### config.mk
export PLATFORM = sky130hd
export DESIGN_NAME = decode_control_stage_flat
export DESIGN_NICKNAME = d
export VERILOG_FILES = /design/src/rtl/decode_control_stage_if.sv /design/src/rtl/decode_control_stage.sv /design/src/flat_wrapper.sv
export SDC_FILE = /design/constraint.sdc
export NUM_CORES = 1
export LEC_CHECK = 0
export BUFFER_PORTS_ARGS = -buffer_cell sky130_fd_sc_hd__buf_2
export CAP_MARGIN = 10
export CORE_UTILIZATION = 53
export CTS_CLUSTER_DIAMETER = 60
export CTS_CLUSTER_SIZE = 24
export DETAILED_ROUTE_END_ITERATION = 16
export PLACE_DENSITY = 0.95
export SKIP_CTS_REPAIR_TIMING = 1
export SLEW_MARGIN = 25
export SYNTH_ARGS = -nofsm -noshare
export SYNTH_HDL_FRONTEND = slang
export SYNTH_SLANG_ARGS = --single-unit
### constraint.sdc
create_clock -name clk -period 2.81 [get_ports clk]
set_input_delay 0 -clock clk [delete_from_list [all_inputs] [get_ports clk]]
set_output_delay 0 -clock clk [all_outputs]
set_load 0.1 [all_outputs]
### src/rtl/decode_control_stage_if.sv
// Shared decode types and the IF/ID -> EX bundle around the decode/control stage.
// The type package lives here so the interface and the stage see one definition.
package decode_types_pkg;

   typedef enum logic [6:0] {
      OPC_LOAD   = 7'b0000011,
      OPC_OP_IMM = 7'b0010011,
      OPC_AUIPC  = 7'b0010111,
      OPC_STORE  = 7'b0100011,
      OPC_OP     = 7'b0110011,
      OPC_LUI    = 7'b0110111,
      OPC_BRANCH = 7'b1100011,
      OPC_JALR   = 7'b1100111,
      OPC_JAL    = 7'b1101111
   } opcode_t;

   typedef enum logic [3:0] {
      addALU  = 4'd0,
      subALU  = 4'd1,
      sllALU  = 4'd2,
      sltALU  = 4'd3,
      sltuALU = 4'd4,
      xorALU  = 4'd5,
      srlALU  = 4'd6,
      sraALU  = 4'd7,
      orALU   = 4'd8,
      andALU  = 4'd9,
      luiALU  = 4'd10
   } ALU_operation_t;

endpackage

interface decode_control_stage_if;
   import decode_types_pkg::*;

   logic [31:0]    instructionCode;
   logic           validIn;
   logic           stall;
   logic           flush;

   logic           validOut;
   logic [6:0]     opcode;
   logic [6:0]     funct7;
   logic [2:0]     funct3;
   logic [4:0]     rs1;
   logic [4:0]     rs2;
   logic [4:0]     rd;
   logic [31:0]    immediate;
   logic           useImmediate;
   logic           readMemory;
   logic           writeMemory;
   logic           writeRegister;
   logic [1:0]     writebackItem;
   logic           branch;
   logic           pcInputA;
   ALU_operation_t operationALU;
   logic           illegal;

   modport master (
      output instructionCode, validIn, stall, flush,
      input  validOut, opcode, funct7, funct3, rs1, rs2, rd, immediate,
             useImmediate, readMemory, writeMemory, writeRegister,
             writebackItem, branch, pcInputA, operationALU, illegal
   );

   modport slave (
      input  instructionCode, validIn, stall, flush,
      output validOut, opcode, funct7, funct3, rs1, rs2, rd, immediate,
             useImmediate, readMemory, writeMemory, writeRegister,
             writebackItem, branch, pcInputA, operationALU, illegal
   );

endinterface

### src/rtl/decode_control_stage.sv
// RV32I decoder and main control unit; every result is registered for the EX stage.
// Priority on each edge: rst, then flush, then stall, then load.
module decode_control_stage
   import decode_types_pkg::*;
#(
   parameter int XLEN = 32
) (
   input  logic                  clk,
   input  logic                  rst,
   decode_control_stage_if.slave bus
);

   logic [31:0]    instr;
   logic [6:0]     opc;
   logic [2:0]     f3;
   logic [6:0]     f7;

   logic [XLEN-1:0] imm_d, imm_q;
   logic           use_imm_d, use_imm_q;
   logic           rd_mem_d, rd_mem_q;
   logic           wr_mem_d, wr_mem_q;
   logic           wr_reg_d, wr_reg_q;
   logic [1:0]     wb_d, wb_q;
   logic           branch_d, branch_q;
   logic           pc_a_d, pc_a_q;
   ALU_operation_t alu_d, alu_q;
   logic           illegal_d, illegal_q;
   logic           valid_q;
   logic [6:0]     opcode_q, funct7_q;
   logic [2:0]     funct3_q;
   logic [4:0]     rs1_q, rs2_q, rd_q;

   assign instr = bus.instructionCode;
   assign opc   = instr[6:0];
   assign f3    = instr[14:12];
   assign f7    = instr[31:25];

   // allow_sub is cleared for OP-IMM, where funct7[5] on funct3=000 is immediate data
   function automatic ALU_operation_t alu_decode(input logic [2:0] fn3, input logic alt,
                                                 input logic allow_sub);
      ALU_operation_t op;
      op = addALU;
      case (fn3)
         3'b000: op = (alt && allow_sub) ? subALU : addALU;
         3'b001: op = sllALU;
         3'b010: op = sltALU;
         3'b011: op = sltuALU;
         3'b100: op = xorALU;
         3'b101: op = alt ? sraALU : srlALU;
         3'b110: op = orALU;
         3'b111: op = andALU;
         default: op = addALU;
      endcase
      return op;
   endfunction

   always_comb begin
      imm_d     = '0;
      use_imm_d = 1'b0;
      rd_mem_d  = 1'b0;
      wr_mem_d  = 1'b0;
      wr_reg_d  = 1'b0;
      wb_d      = 2'd0;
      branch_d  = 1'b0;
      pc_a_d    = 1'b0;
      alu_d     = addALU;
      illegal_d = 1'b0;
      case (opc)
         OPC_OP: begin
            wr_reg_d = 1'b1;
            alu_d    = alu_decode(f3, f7[5], 1'b1);
         end
         OPC_OP_IMM: begin
            imm_d     = {{20{instr[31]}}, instr[31:20]};
            use_imm_d = 1'b1;
            wr_reg_d  = 1'b1;
            alu_d     = alu_decode(f3, f7[5], 1'b0);
         end
         OPC_LOAD: begin
            imm_d     = {{20{instr[31]}}, instr[31:20]};
            use_imm_d = 1'b1;
            rd_mem_d  = 1'b1;
            wr_reg_d  = 1'b1;
            wb_d      = 2'd1;
         end
         OPC_STORE: begin
            imm_d     = {{20{instr[31]}}, instr[31:25], instr[11:7]};
            use_imm_d = 1'b1;
            wr_mem_d  = 1'b1;
         end
         OPC_BRANCH: begin
            imm_d    = {{19{instr[31]}}, instr[31], instr[7], instr[30:25], instr[11:8], 1'b0};
            branch_d = 1'b1;
            case (f3[2:1])
               2'b00:   alu_d = subALU;
               2'b10:   alu_d = sltALU;
               2'b11:   alu_d = sltuALU;
               default: alu_d = addALU;
            endcase
         end
         OPC_JAL: begin
            imm_d     = {{11{instr[31]}}, instr[31], instr[19:12], instr[20], instr[30:21], 1'b0};
            use_imm_d = 1'b1;
            wr_reg_d  = 1'b1;
            wb_d      = 2'd2;
            branch_d  = 1'b1;
            pc_a_d    = 1'b1;
         end
         OPC_JALR: begin
            imm_d     = {{20{instr[31]}}, instr[31:20]};
            use_imm_d = 1'b1;
            wr_reg_d  = 1'b1;
            wb_d      = 2'd2;
            branch_d  = 1'b1;
         end
         OPC_LUI: begin
            imm_d     = {instr[31:12], 12'b0};
            use_imm_d = 1'b1;
            wr_reg_d  = 1'b1;
            alu_d     = luiALU;
         end
         OPC_AUIPC: begin
            imm_d     = {instr[31:12], 12'b0};
            use_imm_d = 1'b1;
            wr_reg_d  = 1'b1;
         end
         default: illegal_d = 1'b1;
      endcase
      // A bubble must never have architectural side effects
      if (!bus.validIn) begin
         rd_mem_d  = 1'b0;
         wr_mem_d  = 1'b0;
         wr_reg_d  = 1'b0;
         branch_d  = 1'b0;
         illegal_d = 1'b0;
      end
   end

   always_ff @(posedge clk) begin
      if (rst || bus.flush) begin
         valid_q   <= 1'b0;
         opcode_q  <= '0;
         funct7_q  <= '0;
         funct3_q  <= '0;
         rs1_q     <= '0;
         rs2_q     <= '0;
         rd_q      <= '0;
         imm_q     <= '0;
         use_imm_q <= 1'b0;
         rd_mem_q  <= 1'b0;
         wr_mem_q  <= 1'b0;
         wr_reg_q  <= 1'b0;
         wb_q      <= 2'd0;
         branch_q  <= 1'b0;
         pc_a_q    <= 1'b0;
         alu_q     <= addALU;
         illegal_q <= 1'b0;
      end else if (!bus.stall) begin
         valid_q   <= bus.validIn;
         opcode_q  <= opc;
         funct7_q  <= f7;
         funct3_q  <= f3;
         rs1_q     <= instr[19:15];
         rs2_q     <= instr[24:20];
         rd_q      <= instr[11:7];
         imm_q     <= imm_d;
         use_imm_q <= use_imm_d;
         rd_mem_q  <= rd_mem_d;
         wr_mem_q  <= wr_mem_d;
         wr_reg_q  <= wr_reg_d;
         wb_q      <= wb_d;
         branch_q  <= branch_d;
         pc_a_q    <= pc_a_d;
         alu_q     <= alu_d;
         illegal_q <= illegal_d;
      end
   end

   assign bus.validOut      = valid_q;
   assign bus.opcode        = opcode_q;
   assign bus.funct7        = funct7_q;
   assign bus.funct3        = funct3_q;
   assign bus.rs1           = rs1_q;
   assign bus.rs2           = rs2_q;
   assign bus.rd            = rd_q;
   assign bus.immediate     = imm_q;
   assign bus.useImmediate  = use_imm_q;
   assign bus.readMemory    = rd_mem_q;
   assign bus.writeMemory   = wr_mem_q;
   assign bus.writeRegister = wr_reg_q;
   assign bus.writebackItem = wb_q;
   assign bus.branch        = branch_q;
   assign bus.pcInputA      = pc_a_q;
   assign bus.operationALU  = alu_q;
   assign bus.illegal       = illegal_q;

endmodule

### src/flat_wrapper.sv
// flat-port wrapper written by rule: the top's interface ports become plain ports
module decode_control_stage_flat import decode_types_pkg::*;
#(
   parameter int XLEN = 32
)
  (clk, rst, bus_instructionCode, bus_validIn, bus_stall, bus_flush, bus_validOut, bus_opcode, bus_funct7, bus_funct3, bus_rs1, bus_rs2, bus_rd, bus_immediate, bus_useImmediate, bus_readMemory, bus_writeMemory, bus_writeRegister, bus_writebackItem, bus_branch, bus_pcInputA, bus_operationALU, bus_illegal);
  decode_control_stage_if bus_i ();
  input  logic clk;
  input  logic rst;
  input wire logic [$bits(bus_i.instructionCode)-1:0] bus_instructionCode;
  input wire logic [$bits(bus_i.validIn)-1:0] bus_validIn;
  input wire logic [$bits(bus_i.stall)-1:0] bus_stall;
  input wire logic [$bits(bus_i.flush)-1:0] bus_flush;
  output wire logic [$bits(bus_i.validOut)-1:0] bus_validOut;
  output wire logic [$bits(bus_i.opcode)-1:0] bus_opcode;
  output wire logic [$bits(bus_i.funct7)-1:0] bus_funct7;
  output wire logic [$bits(bus_i.funct3)-1:0] bus_funct3;
  output wire logic [$bits(bus_i.rs1)-1:0] bus_rs1;
  output wire logic [$bits(bus_i.rs2)-1:0] bus_rs2;
  output wire logic [$bits(bus_i.rd)-1:0] bus_rd;
  output wire logic [$bits(bus_i.immediate)-1:0] bus_immediate;
  output wire logic [$bits(bus_i.useImmediate)-1:0] bus_useImmediate;
  output wire logic [$bits(bus_i.readMemory)-1:0] bus_readMemory;
  output wire logic [$bits(bus_i.writeMemory)-1:0] bus_writeMemory;
  output wire logic [$bits(bus_i.writeRegister)-1:0] bus_writeRegister;
  output wire logic [$bits(bus_i.writebackItem)-1:0] bus_writebackItem;
  output wire logic [$bits(bus_i.branch)-1:0] bus_branch;
  output wire logic [$bits(bus_i.pcInputA)-1:0] bus_pcInputA;
  output wire logic [$bits(bus_i.operationALU)-1:0] bus_operationALU;
  output wire logic [$bits(bus_i.illegal)-1:0] bus_illegal;
  assign bus_i.instructionCode = bus_instructionCode;
  assign bus_i.validIn = bus_validIn;
  assign bus_i.stall = bus_stall;
  assign bus_i.flush = bus_flush;
  assign bus_validOut = bus_i.validOut;
  assign bus_opcode = bus_i.opcode;
  assign bus_funct7 = bus_i.funct7;
  assign bus_funct3 = bus_i.funct3;
  assign bus_rs1 = bus_i.rs1;
  assign bus_rs2 = bus_i.rs2;
  assign bus_rd = bus_i.rd;
  assign bus_immediate = bus_i.immediate;
  assign bus_useImmediate = bus_i.useImmediate;
  assign bus_readMemory = bus_i.readMemory;
  assign bus_writeMemory = bus_i.writeMemory;
  assign bus_writeRegister = bus_i.writeRegister;
  assign bus_writebackItem = bus_i.writebackItem;
  assign bus_branch = bus_i.branch;
  assign bus_pcInputA = bus_i.pcInputA;
  assign bus_operationALU = bus_i.operationALU;
  assign bus_illegal = bus_i.illegal;
  decode_control_stage #(.XLEN(XLEN)) u_core (.clk(clk), .rst(rst), .bus(bus_i));
endmodule
==> reports/metrics.cfg <==
[power_and_ir_drop]
leakage_uw = 0.00191
p_seq_frac = 0.491
ir_worst_vdd_v = 0.000358
switchingPower_uw = 654
power_density_mw_per_mm2 = 555
power_uw = 2310
sw_frac_of_total = 0.283
p_int_uw = 1650
power.share.clock = 0.357
pwr-share-comb = 0.152

[global_routing]
grt_pass1_wl_mm = 12.9
track_usage = 0.259
grt_antenna_before_repair = 0
grt-ovfl-total = 0
grt_max_degree = 76
grt_pass1_vias = 2824

[timing]
setup_violations = 0
worstMarginPinSlew_ns = 0.898
rsz0062_at_grt = false
timing.final.crit_share = 0.424
slew_headroom = 0.401
finalSetupTns_ns = 0
hold_viol = 3
period_needed_ns = 1.19
hold-worst-slack_ns = -0.0204
clock_skew_ns = 0
finalMaxSlewViolations = 0
fmax_mhz = 839

[synth]
yosysWarnings = 0
ys_types = 44
async_flop_share = 0
netlist_area_sq_mm = 0.00327
synth_top_area_frac = 0.478
postSynthAreaPerCell_sq_um = 8.93
synth_fp_nets = 403
synth.area.top_cells = dfxtp_1 (48%), mux2i_1 (6.7%), a21oi_1 (6.3%)
synth-seq-cells = 78
synth_edf_count = 0
synth_ff_type = dfxtp_1
synth_cells = 366
yosysSeqAreaShare = 0.478
synth_top_cell_by_area = dfxtp_1

[cells_and_area]
final_cell_mix = buf_2 (113), dfxtp_1 (78), nor2_1 (54)
nNetsFinal = 524
final_common_cell = buf_2
diodes = 0
drive_above_1_share = 0.287
areaGrowthSynthToFinish_pct = 27.2

[cts]
clock_path_buffers = 2
path_clk_slew_ns = 0.07
clk_latency_ns = 0.35
clock_sinks = 78
cts_tree = done
htree_levels = 3
cts_buffers = 9
root_buffer = clkbuf_8

[route]
route.detailed.drc = 0
viasPerCell = 5.73
drt_iter0_markers = 189
dr.pass1.iters = 6
ant_nets = 0
drt-total-wl_mm = 8.82
wl_per_cell_microns = 15.6
num_vias = 3248

[placed_design]
dp_hpwl_mm = 5.97
portBuffers = 114
globalplace.congestion = 0.823

[worst_setup_path]
critPathKind = in2reg
critPathLaunchType = input port
crit_arrival_ns = 1.47
cp_max_fo = 13
crit_path_end_kind = flip-flop
cp.required_ns = 3.09

[die]
std_cell_rows = 28
initial_core_util = 0.552
dieArea_sq_mm = 0.00648
io_pins = 115
die_w_microns = 80.5
chipHeight_microns = 80.5
core_area_sq_mm = 0.00592

[flow_run]
maxCapViolations = 0

[outcome]
outcome = complete, but fails checks
violations = negative hold slack

[worst_hold_path]
hold_class = in2reg

==> layout make-up <==
cell class	count	area (sq um)
multi-input combinational	258	1500
timing repair buffer	137	796
fill	467	1770
clock buffer	13	149
inverter	3	11.3
sequential	78	1560
clock inverter	3	43.8
tap	75	93.8
==> layer usage <==
metal,wire length (microns),vias up,GRT usage
met5,0,-,0
met4,177,0,0.0946
met3,769,18,0.0818
met2,4280,168,0.433
met1,3590,1531,0.308
li1,-,1531,-
==> stage by stage <==
| step | hold WS, ns | util | area [sq um] | worst slack, ns | instances |
|---|---|---|---|---|---|
| floorplan | 0.144 | - | 3270 | 1.46 | 366 |
| global placement | 0.249 | 0.635 | 3760 | 1.36 | 531 |
| detailed placement | 0.275 | 0.635 | 3760 | 1.28 | 531 |
| CTS | -0.0949 | 0.668 | 3960 | 1.65 | 547 |
| global route | 0.00237 | 0.702 | 4160 | 1.51 | 567 |
| finish | -0.0204 | 0.702 | 4160 | 1.62 | 567 |
==> cells by family (layout without fill, tap and decap cells) <==
| group | Yosys count | after routing | share of synthesized area |
|---|---|---|---|
| XOR/XNOR | 1 | 1 | 0.00268 |
| flip-flops | 78 | 78 | 0.478 |
| AND/OR/NAND/NOR | 140 | 140 | 0.208 |
| AO/OA/AOI/OAI | 95 | 95 | 0.182 |
| buffers and inverters | 30 | 156 | 0.0628 |
| multiplexers | 22 | 22 | 0.0674 |
==> state kept, by name (all words and copies together), names as in the netlist, 2 cells and up <==
| register | flops |
|---|---|
| u_core.bus.funct3 | 3 |
| u_core.bus.funct7 | 7 |
| u_core.bus.immediate | 32 |
| u_core.bus.opcode | 7 |
| u_core.bus.operationALU | 4 |
| u_core.bus.rd | 5 |
| u_core.bus.rs1 | 5 |
| u_core.bus.rs2 | 5 |
| u_core.bus.writebackItem | 2 |
==> path summary, 6_finish.rpt <==
path	cells after the start	startpoint	slack (ns)	end
setup / recovery	6	bus_instructionCode[6]	1.62	u_core.bus.immediate[28]
hold / removal	3	bus_instructionCode[1]	-0.02	u_core.bus.opcode[1]
setup reg to reg	2	u_core.bus.operationALU[0]	2.08	u_core.bus.operationALU[0]
hold reg to reg	2	u_core.bus.illegal	0.47	u_core.bus.illegal
==> synthesized netlist by cell type, types with 5 or more instances <==
cell type and n:
nand2_1 30, a22oi_1 24, o21ai_0 11, nor2b_1 5
nor2_1 54, nand3_1 14, dfxtp_1 78, clkbuf_1 10
buf_2 7, clkbuf_8 5, nand2b_1 8, mux2i_1 22
a32oi_1 6, nor3_1 5, a21oi_1 41
==> power by group through the flow <==
stage               Combinational, uW  Clock [uW]  Sequential (uW)
floorplan                         125           0             1290
global placement                  317           0             1160
detailed placement                323           0             1160
CTS                               325         839             1130
global route                      369         884             1130
finish                            351         823             1130
==> worst max-delay path, stage by stage <==
cell,delay [ns]
buf_2,0.18
nand3b_1,0.19
or2_2,0.35
nor2_2,0.42
a22oi_1,0.13
a21oi_1,0.20
No activity file was read; power rests on OpenSTA's default activity.
